## config.mk

```make
export PLATFORM = sky130hd
export DESIGN_NAME = adder_tree_acc
export DESIGN_NICKNAME = d
export VERILOG_FILES = /design/src/rtl/adder_tree_pkg.sv /design/src/rtl/adder_tree_stage.sv /design/src/rtl/adder_tree_acc.sv
export SDC_FILE = /design/constraint.sdc
export NUM_CORES = 1
export LEC_CHECK = 0
export ABC_AREA = 0
export BUFFER_PORTS_ARGS = -buffer_cell sky130_fd_sc_hd__buf_4
export CAP_MARGIN = 15
export CORE_MARGIN = 3
export CORE_UTILIZATION = 55
export DETAILED_ROUTE_END_ITERATION = 6
export PLACE_DENSITY = 0.76
export REMOVE_ABC_BUFFERS = 1
export SYNTH_ARGS = -nofsm -noshare
export SYNTH_HDL_FRONTEND = slang
export SYNTH_SLANG_ARGS = --single-unit
```

## constraint.sdc

```tcl
create_clock -name clk -period 5.2 [get_ports clk]
set_input_delay 0.52 -clock clk [delete_from_list [all_inputs] [get_ports clk]]
set_output_delay 0.52 -clock clk [all_outputs]
set_load 0.05 [all_outputs]
```

## src/rtl/adder_tree_pkg.sv

```systemverilog
// Shared types and width helpers for the pipelined adder tree with burst accumulation.
package adder_tree_pkg;

    typedef enum logic {IDLE, ACCUM} state_t;

    function automatic int out_bits(input int bits, input int num, input int acc_bits);
        return bits + $clog2(num) + acc_bits;
    endfunction

    function automatic int cnt_bits(input int acc_bits);
        return acc_bits + 1;
    endfunction

    // Width of the partial sums produced by tree level k.
    function automatic int lvl_bits(input int bits, input int k);
        return bits + k + 1;
    endfunction

endpackage

```

## src/rtl/adder_tree_stage.sv

```systemverilog
// One registered level of the adder tree: pairwise full-precision sums plus the
// valid/acc_en/last sideband, all advancing only when en is high.
module adder_tree_stage import adder_tree_pkg::*; #(
    parameter int IN_BITS = 17,
    parameter int IN_NUM  = 4
) (
    input  logic                                   clk,
    input  logic                                   rst,
    input  logic                                   en,
    input  logic                                   a_valid,
    input  logic                                   a_acc_en,
    input  logic                                   a_last,
    input  logic [IN_NUM*IN_BITS-1:0]              a,
    output logic                                   s_valid,
    output logic                                   s_acc_en,
    output logic                                   s_last,
    output logic [(IN_NUM/2)*lvl_bits(IN_BITS,0)-1:0] s
);

    localparam int S_BITS = lvl_bits(IN_BITS, 0);
    localparam int S_NUM  = IN_NUM / 2;

    logic [S_NUM*S_BITS-1:0] sum_c;

    always_comb begin
        // NOTE: the default assignment before the loop keeps this always_comb latch-free.
        sum_c = '0;
        for (int i = 0; i < S_NUM; i++) begin
            sum_c[i*S_BITS +: S_BITS] = S_BITS'(a[2*i*IN_BITS +: IN_BITS])
                                      + S_BITS'(a[(2*i+1)*IN_BITS +: IN_BITS]);
        end
    end

    // NOTE: clocked state uses non-blocking (<=) so every register samples pre-edge values.
    always_ff @(posedge clk or posedge rst) begin
        if (rst) begin
            s_valid  <= 1'b0;
            s_acc_en <= 1'b0;
            s_last   <= 1'b0;
            s        <= '0;
        end else if (en) begin
            s_valid  <= a_valid;
            s_acc_en <= a_acc_en;
            s_last   <= a_last;
            s        <= sum_c;
        end
    end

endmodule

```

## src/rtl/adder_tree_acc.sv

```systemverilog
// Pipelined NUM-lane unsigned adder tree with valid/ready handshake, global stall
// and an optional burst-accumulate mode selected on the first beat of each burst.
module adder_tree_acc import adder_tree_pkg::*; #(
    parameter int BITS     = 17,
    parameter int NUM      = 4,
    parameter int ACC_BITS = 8,
    parameter int SAT      = 0
) (
    input  logic                                     clk,
    input  logic                                     rst,
    input  logic                                     valid,
    output logic                                     ready,
    input  logic [NUM*BITS-1:0]                      data_in,
    input  logic                                     last,
    input  logic                                     acc_en,
    output logic [out_bits(BITS,NUM,ACC_BITS)-1:0]   o,
    output logic [cnt_bits(ACC_BITS)-1:0]            count,
    output logic                                     overflow,
    output logic                                     valid_out,
    input  logic                                     ready_out
);

    localparam int L        = $clog2(NUM);
    localparam int OUT_BITS = out_bits(BITS, NUM, ACC_BITS);
    localparam int CNT_BITS = cnt_bits(ACC_BITS);
    localparam int SUM_BITS = BITS + L;

    logic en;
    logic live;

    assign en    = ~valid_out | ready_out;
    assign ready = en & live;

    for (genvar k = 0; k < L; k++) begin : g_lvl
        logic                                        v;
        logic                                        ae;
        logic                                        la;
        logic [((NUM>>k)/2)*lvl_bits(BITS,k)-1:0]    s;
        if (k == 0) begin : g_first
            adder_tree_stage #(.IN_BITS(BITS), .IN_NUM(NUM)) u_stage (
                .clk(clk), .rst(rst), .en(en),
                .a_valid(valid & ready), .a_acc_en(acc_en), .a_last(last), .a(data_in),
                .s_valid(v), .s_acc_en(ae), .s_last(la), .s(s)
            );
        end else begin : g_next
            adder_tree_stage #(.IN_BITS(BITS + k), .IN_NUM(NUM >> k)) u_stage (
                .clk(clk), .rst(rst), .en(en),
                .a_valid(g_lvl[k-1].v), .a_acc_en(g_lvl[k-1].ae), .a_last(g_lvl[k-1].la),
                .a(g_lvl[k-1].s),
                .s_valid(v), .s_acc_en(ae), .s_last(la), .s(s)
            );
        end
    end

    logic                t_valid;
    logic                t_acc_en;
    logic                t_last;
    logic [SUM_BITS-1:0] t_sum;

    assign t_valid  = g_lvl[L-1].v;
    assign t_acc_en = g_lvl[L-1].ae;
    assign t_last   = g_lvl[L-1].la;
    assign t_sum    = g_lvl[L-1].s;

    state_t              state;
    logic [OUT_BITS-1:0] acc;
    logic [CNT_BITS-1:0] cnt;
    logic                ovf;

    logic [OUT_BITS:0]   acc_sum;
    logic [OUT_BITS-1:0] acc_next;
    logic [CNT_BITS-1:0] cnt_next;
    logic                ovf_next;

    // Next accumulator values for a beat arriving in ACCUM; overflow is sticky.
    always_comb begin
        acc_sum  = {1'b0, acc} + (OUT_BITS+1)'(t_sum);
        acc_next = acc_sum[OUT_BITS-1:0];
        ovf_next = ovf;
        if (acc_sum[OUT_BITS]) begin
            ovf_next = 1'b1;
            if (SAT != 0) acc_next = '1;
        end
        cnt_next = cnt + CNT_BITS'(1);
        if (&cnt) begin
            cnt_next = cnt;
            ovf_next = 1'b1;
        end
    end

    // NOTE: result registers are reset as well, so o/count read as zero until the first result.
    always_ff @(posedge clk or posedge rst) begin
        if (rst) begin
            live      <= 1'b0;
            state     <= IDLE;
            acc       <= '0;
            cnt       <= '0;
            ovf       <= 1'b0;
            o         <= '0;
            count     <= '0;
            overflow  <= 1'b0;
            valid_out <= 1'b0;
        end else begin
            live <= 1'b1;
            if (en) begin
                valid_out <= 1'b0;
                if (t_valid) begin
                    case (state)
                        IDLE: begin
                            if (t_acc_en && !t_last) begin
                                acc   <= OUT_BITS'(t_sum);
                                cnt   <= CNT_BITS'(1);
                                ovf   <= 1'b0;
                                state <= ACCUM;
                            end else begin
                                o         <= OUT_BITS'(t_sum);
                                count     <= CNT_BITS'(1);
                                overflow  <= 1'b0;
                                valid_out <= 1'b1;
                            end
                        end
                        ACCUM: begin
                            if (t_last) begin
                                o         <= acc_next;
                                count     <= cnt_next;
                                overflow  <= ovf_next;
                                valid_out <= 1'b1;
                                acc       <= '0;
                                cnt       <= '0;
                                ovf       <= 1'b0;
                                state     <= IDLE;
                            end else begin
                                acc <= acc_next;
                                cnt <= cnt_next;
                                ovf <= ovf_next;
                            end
                        end
                        default: state <= IDLE;
                    endcase
                end
            end
        end
    end

endmodule

```

# Word-level counts from Yosys, hierarchy flattened
# Index checks and enable logic that the tools add are counted.
[totals]
ff_bits = 138
out_inout_bits = 39
[op_classes]
reduce_logical = 6
n_mux = 28
bitwise = 5
eq_ne = 3
n_addsub = 5
[ops]
columns = ["cell", "n"]
rows = [
  ["27-bit two-way mux", 4],
  ["27-bit case mux with 2 select lines", 2],
  ["9-bit two-way mux", 5],
  ["17-bit by 17-bit adder with 18-bit output", 2],
  ["9-bit case mux with 2 select lines", 2],
  ["27-bit by 19-bit adder with 28-bit output", 1],
  ["18-bit by 18-bit adder with 19-bit output", 1],
  ["1-bit two-way mux", 11],
  ["9-bit by 1-bit adder with 9-bit output (second input constant)", 1],
  ["9-bit AND reduction", 1],
  ["1-bit case mux with 2 select lines", 4],
  ["2-bit != test (second input constant)", 2],
  ["4-bit AND reduction", 1],
  ["3-bit AND reduction", 1],
  ["1-bit bitwise AND", 2],
  ["2-bit by 1-bit != test with 1-bit output (second input constant)", 1],
  ["1-bit inverter", 2],
  ["2-bit AND reduction", 1],
  ["1-bit logical AND", 1],
  ["1-bit zero test", 1],
  ["1-bit OR", 1],
]

# Longest topological paths before layout
[logic_depth]
depth_word = 5
mapped_depth = 11

# Modules after synthesis
# From an unflattened synthesis, not the netlist that was laid out.
[hier_totals]
cells_unflattened = 1022
hier_area_um2 = 9367.7
[by_module_without_submodules]
columns = ["module", "area_each_um2", "n_inst", "cells_each"]
rows = [
  ["adder_tree_acc", 4479.3, 1, 503],
  ["adder_tree_stage at g_lvl[0].g_first.u_stage", 3133.0, 1, 336],
  ["adder_tree_stage at g_lvl[1].g_next.u_stage", 1755.4, 1, 183],
]

# Least setup slack after synthesis
# No wires, ideal clock.
[synth_path]
path_kind = "input to register"
startpoint = "input data_in[0]"
endpoint = "register g_lvl[0].g_first.u_stage.s[14]"
path_slack_ps = 2487
path_stages = 9
arrival_time_ps = 2576
setup_ps = 137
path_buffers = 0
path_cell_list = "ha_1 fa_1 a211o_1 a2111oi_2 o211ai_1 a31o_2 a21oi_1 xor2_1 a21oi_1"
[synth_via]
elab_chain_cells = 1
[synth_lines]
columns = ["item", "line_no", "rtl"]
rows = [
  ["from (decl)", "adder_tree_acc.sv:13", "input logic [NUM*BITS-1:0] data_in,"],
  ["17-bit by 17-bit adder with 18-bit output", "adder_tree_stage.sv:30", "+ S_BITS'(a[(2*i+1)*IN_BITS +: IN_BITS]);"],
  ["to (signal assigned)", "adder_tree_stage.sv:45", "s <= sum_c;"],
  ["to (decl)", "adder_tree_stage.sv:17", "output logic [(IN_NUM/2)*lvl_bits(IN_BITS,0)-1:0] s"],
]
# Every way passes these cells.
# A chain may end at the register's enable or synchronous reset.

# Final worst setup path
[layout_path]
startpoint = "register g_lvl[1].g_next.u_stage.s[0]"
endpoint = "register o[22]"
[layout_via]
elab_chain_cells = 3
[layout_lines]
columns = ["item", "line_no", "rtl"]
rows = [
  ["from (decl)", "adder_tree_stage.sv:17", ""],
  ["from (signal assigned)", "adder_tree_stage.sv:45", ""],
  ["27-bit by 19-bit adder with 28-bit output", "adder_tree_acc.sv:77", "acc_sum = {1'b0, acc} + (OUT_BITS+1)'(t_sum);"],
  ["27-bit two-way mux", "adder_tree_acc.sv:123", "if (t_last) begin"],
  ["27-bit case mux with 2 select lines", "adder_tree_acc.sv:108", "case (state)"],
  ["to (signal assigned)", "adder_tree_acc.sv:116", "o <= OUT_BITS'(t_sum);"],
  ["to (signal assigned)", "adder_tree_acc.sv:124", "o <= acc_next;"],
  ["to (decl)", "adder_tree_acc.sv:16", "output logic [out_bits(BITS,NUM,ACC_BITS)-1:0] o,"],
]
# Every way passes these cells. The select of a mux whose other input is x is not followed.

==> run metrics <==
vias post-DR=between 7000 and 8000; TritonRoute pass-1 iters=5; pwr dens=around 600 nW/µm²; TritonCTS clock tree=yes; DRT Wirelength=19700 µm; register area=3450 µm²; ranking of synthesized cells by area=dfrtp_1, ha_1, nand2_1, o21ai_0, a21oi_1; Resized cells post-CTS=0; Residual DRC=0; slowest stage delay, CP=approximately 0.52 ns; Synth top area share=between 30% and 40%; leading cell types by count after synthesis=nand2_1, dfrtp_1, o21ai_0, a21oi_1, nor2_1; sequential fraction of the synthesis area=a little under two fifths; met3 global-route usage=4.50%; final estimated routing congestion in global placement=~0.85; HPWL Detailed=between 10000 and 15000 µm; maximum vdd ir drop=approximately 0.00033 V; Static Leak=between 4 and 5 nW; Worst-path clk slew=around 0.06 ns; unrepaired setup endpoints after global routing=false; HP Class=in -> async; status=finished clean; NumNets Final=between 1000 and 1500; Max Freq=about 340 MHz; vias in the first global route=around 7400; Mapped Cells=1030; Starting Density=56.4%; drt wl/cell=roughly 15 µm; core footprint=approximately 16000 µm²; footprint of the multi-input gates=between 5000 and 6000 µm²; GR Util met1=between 30% and 40%; post-route ant nets=0; CTS Sinks=138; Post-DP Area=10000 µm²; Initial DRC Count=354; Data arrival, critical path=between 3 and 4 ns; period utilisation layout=56.0%; ys flop type=dfrtp_1; Mapped Area=approximately 9000 µm²; number of buffers created by CTS=17; Placement Rows=46; GRT Total Usage=23.3%; CTS root buffer=clkbuf_16; die height=134 µm; grt ovf=0; max-slew violations=0; M2 GR Usage=approximately two fifths; post-CTS setup buffers=0; most common cell in the netlist=nand2_1; Hold Fails Final Rpt=0; max-cap viol count=0; clock skew=0.00623 ns; initial antenna violation count=0; CP required=between 5 and 6 ns; setup_tns=0 ns; Yosys warning count=0; # diodes=0; # hold bufs at CTS=0; DR vias/cell=approximately 5.6; clock latency on the worst-skew pair=about 0.42 ns; full die area=~18000 µm²; nature of the critical path endpoint=flip-flop; first-pass GRT wire length=34600 µm; layout filler cell count=1370; Hold WS=0.276 ns; critical-path cell list=ha_1 -> inv_1 -> fa_1 -> and2b_1 -> o2111ai_1 -> and3_1 -> o21ai_2 -> nand4_1 -> a311oi_2 -> or4_1 -> nand3_1; worst-path fanout max=8; post-route cell area=10600 µm²; relative slew slack=between 30% and 40%; Mean Syn Cell Area=8.73 µm²; Synth area leader=dfrtp_1; Post-synth EDFFs=0; Worst path slowest cell=a311oi_2; Pwr Total=~6.5 mW; Port Buffers=112; ys async rst share=100%; post-route setup slack=approximately 2.3 ns; WS Path Type=reg -> reg; pin count of the biggest net entering global routing=99; CTS HTree Levels=4; CTS Buffer Depth=2; worst slack, placed=about 2.1 ns; Die W=between 100 and 150 µm; Synth cell types=~70; type of origin of the critical path=flip-flop; GR peak layer=met2; share of layout cells above drive strength 1=roughly 15%; min cycle time layout=approximately 2.9 ns; Area Overhead vs Synth=18.2%; start point of the critical path=g_lvl[1].g_next.u_stage.s[0]$_DFFE_PP0N_; Final setup viols=0; register bit total from synthesis=138; I/O pin count=about 110; worst-margin pin slew=roughly 0.95 ns; Reg2Reg Launch Point=g_lvl[1].g_next.u_stage.s[0]$_DFFE_PP0N_
-- layout by cell type (no fill, tap or decap), types with 22 or more instances in the layout --
cell type,netlist,final
xnor2_1,40,40
a21o_1,24,24
xor2_1,22,22
buf_4,0,119
dfrtp_1,138,138
nand2_1,154,154
ha_1,72,72
nor2_1,80,80
nand3_1,25,25
a21oi_1,94,94
o21ai_0,101,101
-- final timing paths --
check	depth (start not counted)	slack, ns	endpoint
setup reg to reg	11	2.29	o[22]$_DFFE_PP0P_
hold reg to reg	2	0.47	g_lvl[0].g_first.u_stage.s_last$_DFFE_PP0N_
hold / removal	2	0.28	g_lvl[0].g_first.u_stage.s[2]$_DFFE_PP0N_
setup / recovery	11	2.29	o[22]$_DFFE_PP0P_
max in group asynchronous	3	3.85	acc[21]$_DFFE_PP0P_
min in group clk	3	0.30	g_lvl[0].g_first.u_stage.s_acc_en$_DFFE_PP0N_
-- metrics by stage --
step	instances	utilization, %
floorplan	989	-
global placement	1324	62.9
detailed placement	1324	62.9
CTS	1354	66.7
global route	1354	66.7
finish	1354	66.7
-- power breakdown --
part	switching, mW	internal, mW
clock network	0.434	0.832
registers	0.277	1.45
logic	2.11	1.39
-- cell type report --
type | instances | area share [%]
Clock inverter | 8 | 1.34
Tap cell | 216 | 2.54
Clock buffer | 22 | 4.46
Multi-Input combinational cell | 828 | 49.9
Timing Repair Buffer | 119 | 8.40
Inverter | 23 | 0.859
Sequential cell | 138 | 32.5
-- registers in the layout, summed over array words and instances, names as in the netlist, 9 cells and up --
signal / count
g_lvl.g_first.u_stage.s: 36
count: 9
g_lvl.g_next.u_stage.s: 19
acc: 27
cnt: 9
o: 27
-- critical path: cells and delay by family (launching register included) --
| kind | cells | cell delay [ns] |
|---|---|---|
| AOI/OAI and AO/OA | 3 | 0.89 |
| DFF | 1 | 0.37 |
| adders and majority gates | 2 | 0.59 |
| buffers and inverters | 1 | 0.06 |
| and+or+nand+nor | 5 | 0.87 |
-- routing by layer --
layer	part of all wire [%]	routed length, µm
met1	45	8970
met4	1.5	289
met2	48	9400
met3	5.4	1070
met5	0	0
-- logic make-up (layout without fill, tap and decap cells) --
family | count (synthesis) | after routing | synth area share (%)
AO/OA/AOI/OAI | 345 | 345 | 24.8
XOR/XNOR | 62 | 62 | 6.04
adder cells (fa/ha/maj) | 76 | 76 | 10.9
buffers and inverters | 64 | 172 | 2.67
flip-flops | 138 | 138 | 38.4
multiplexers | 3 | 3 | 0.348
other | 1 | 1 | 0.0417
AND/OR/NAND/NOR | 341 | 341 | 16.8
No activity file was read; power rests on OpenSTA's default activity.
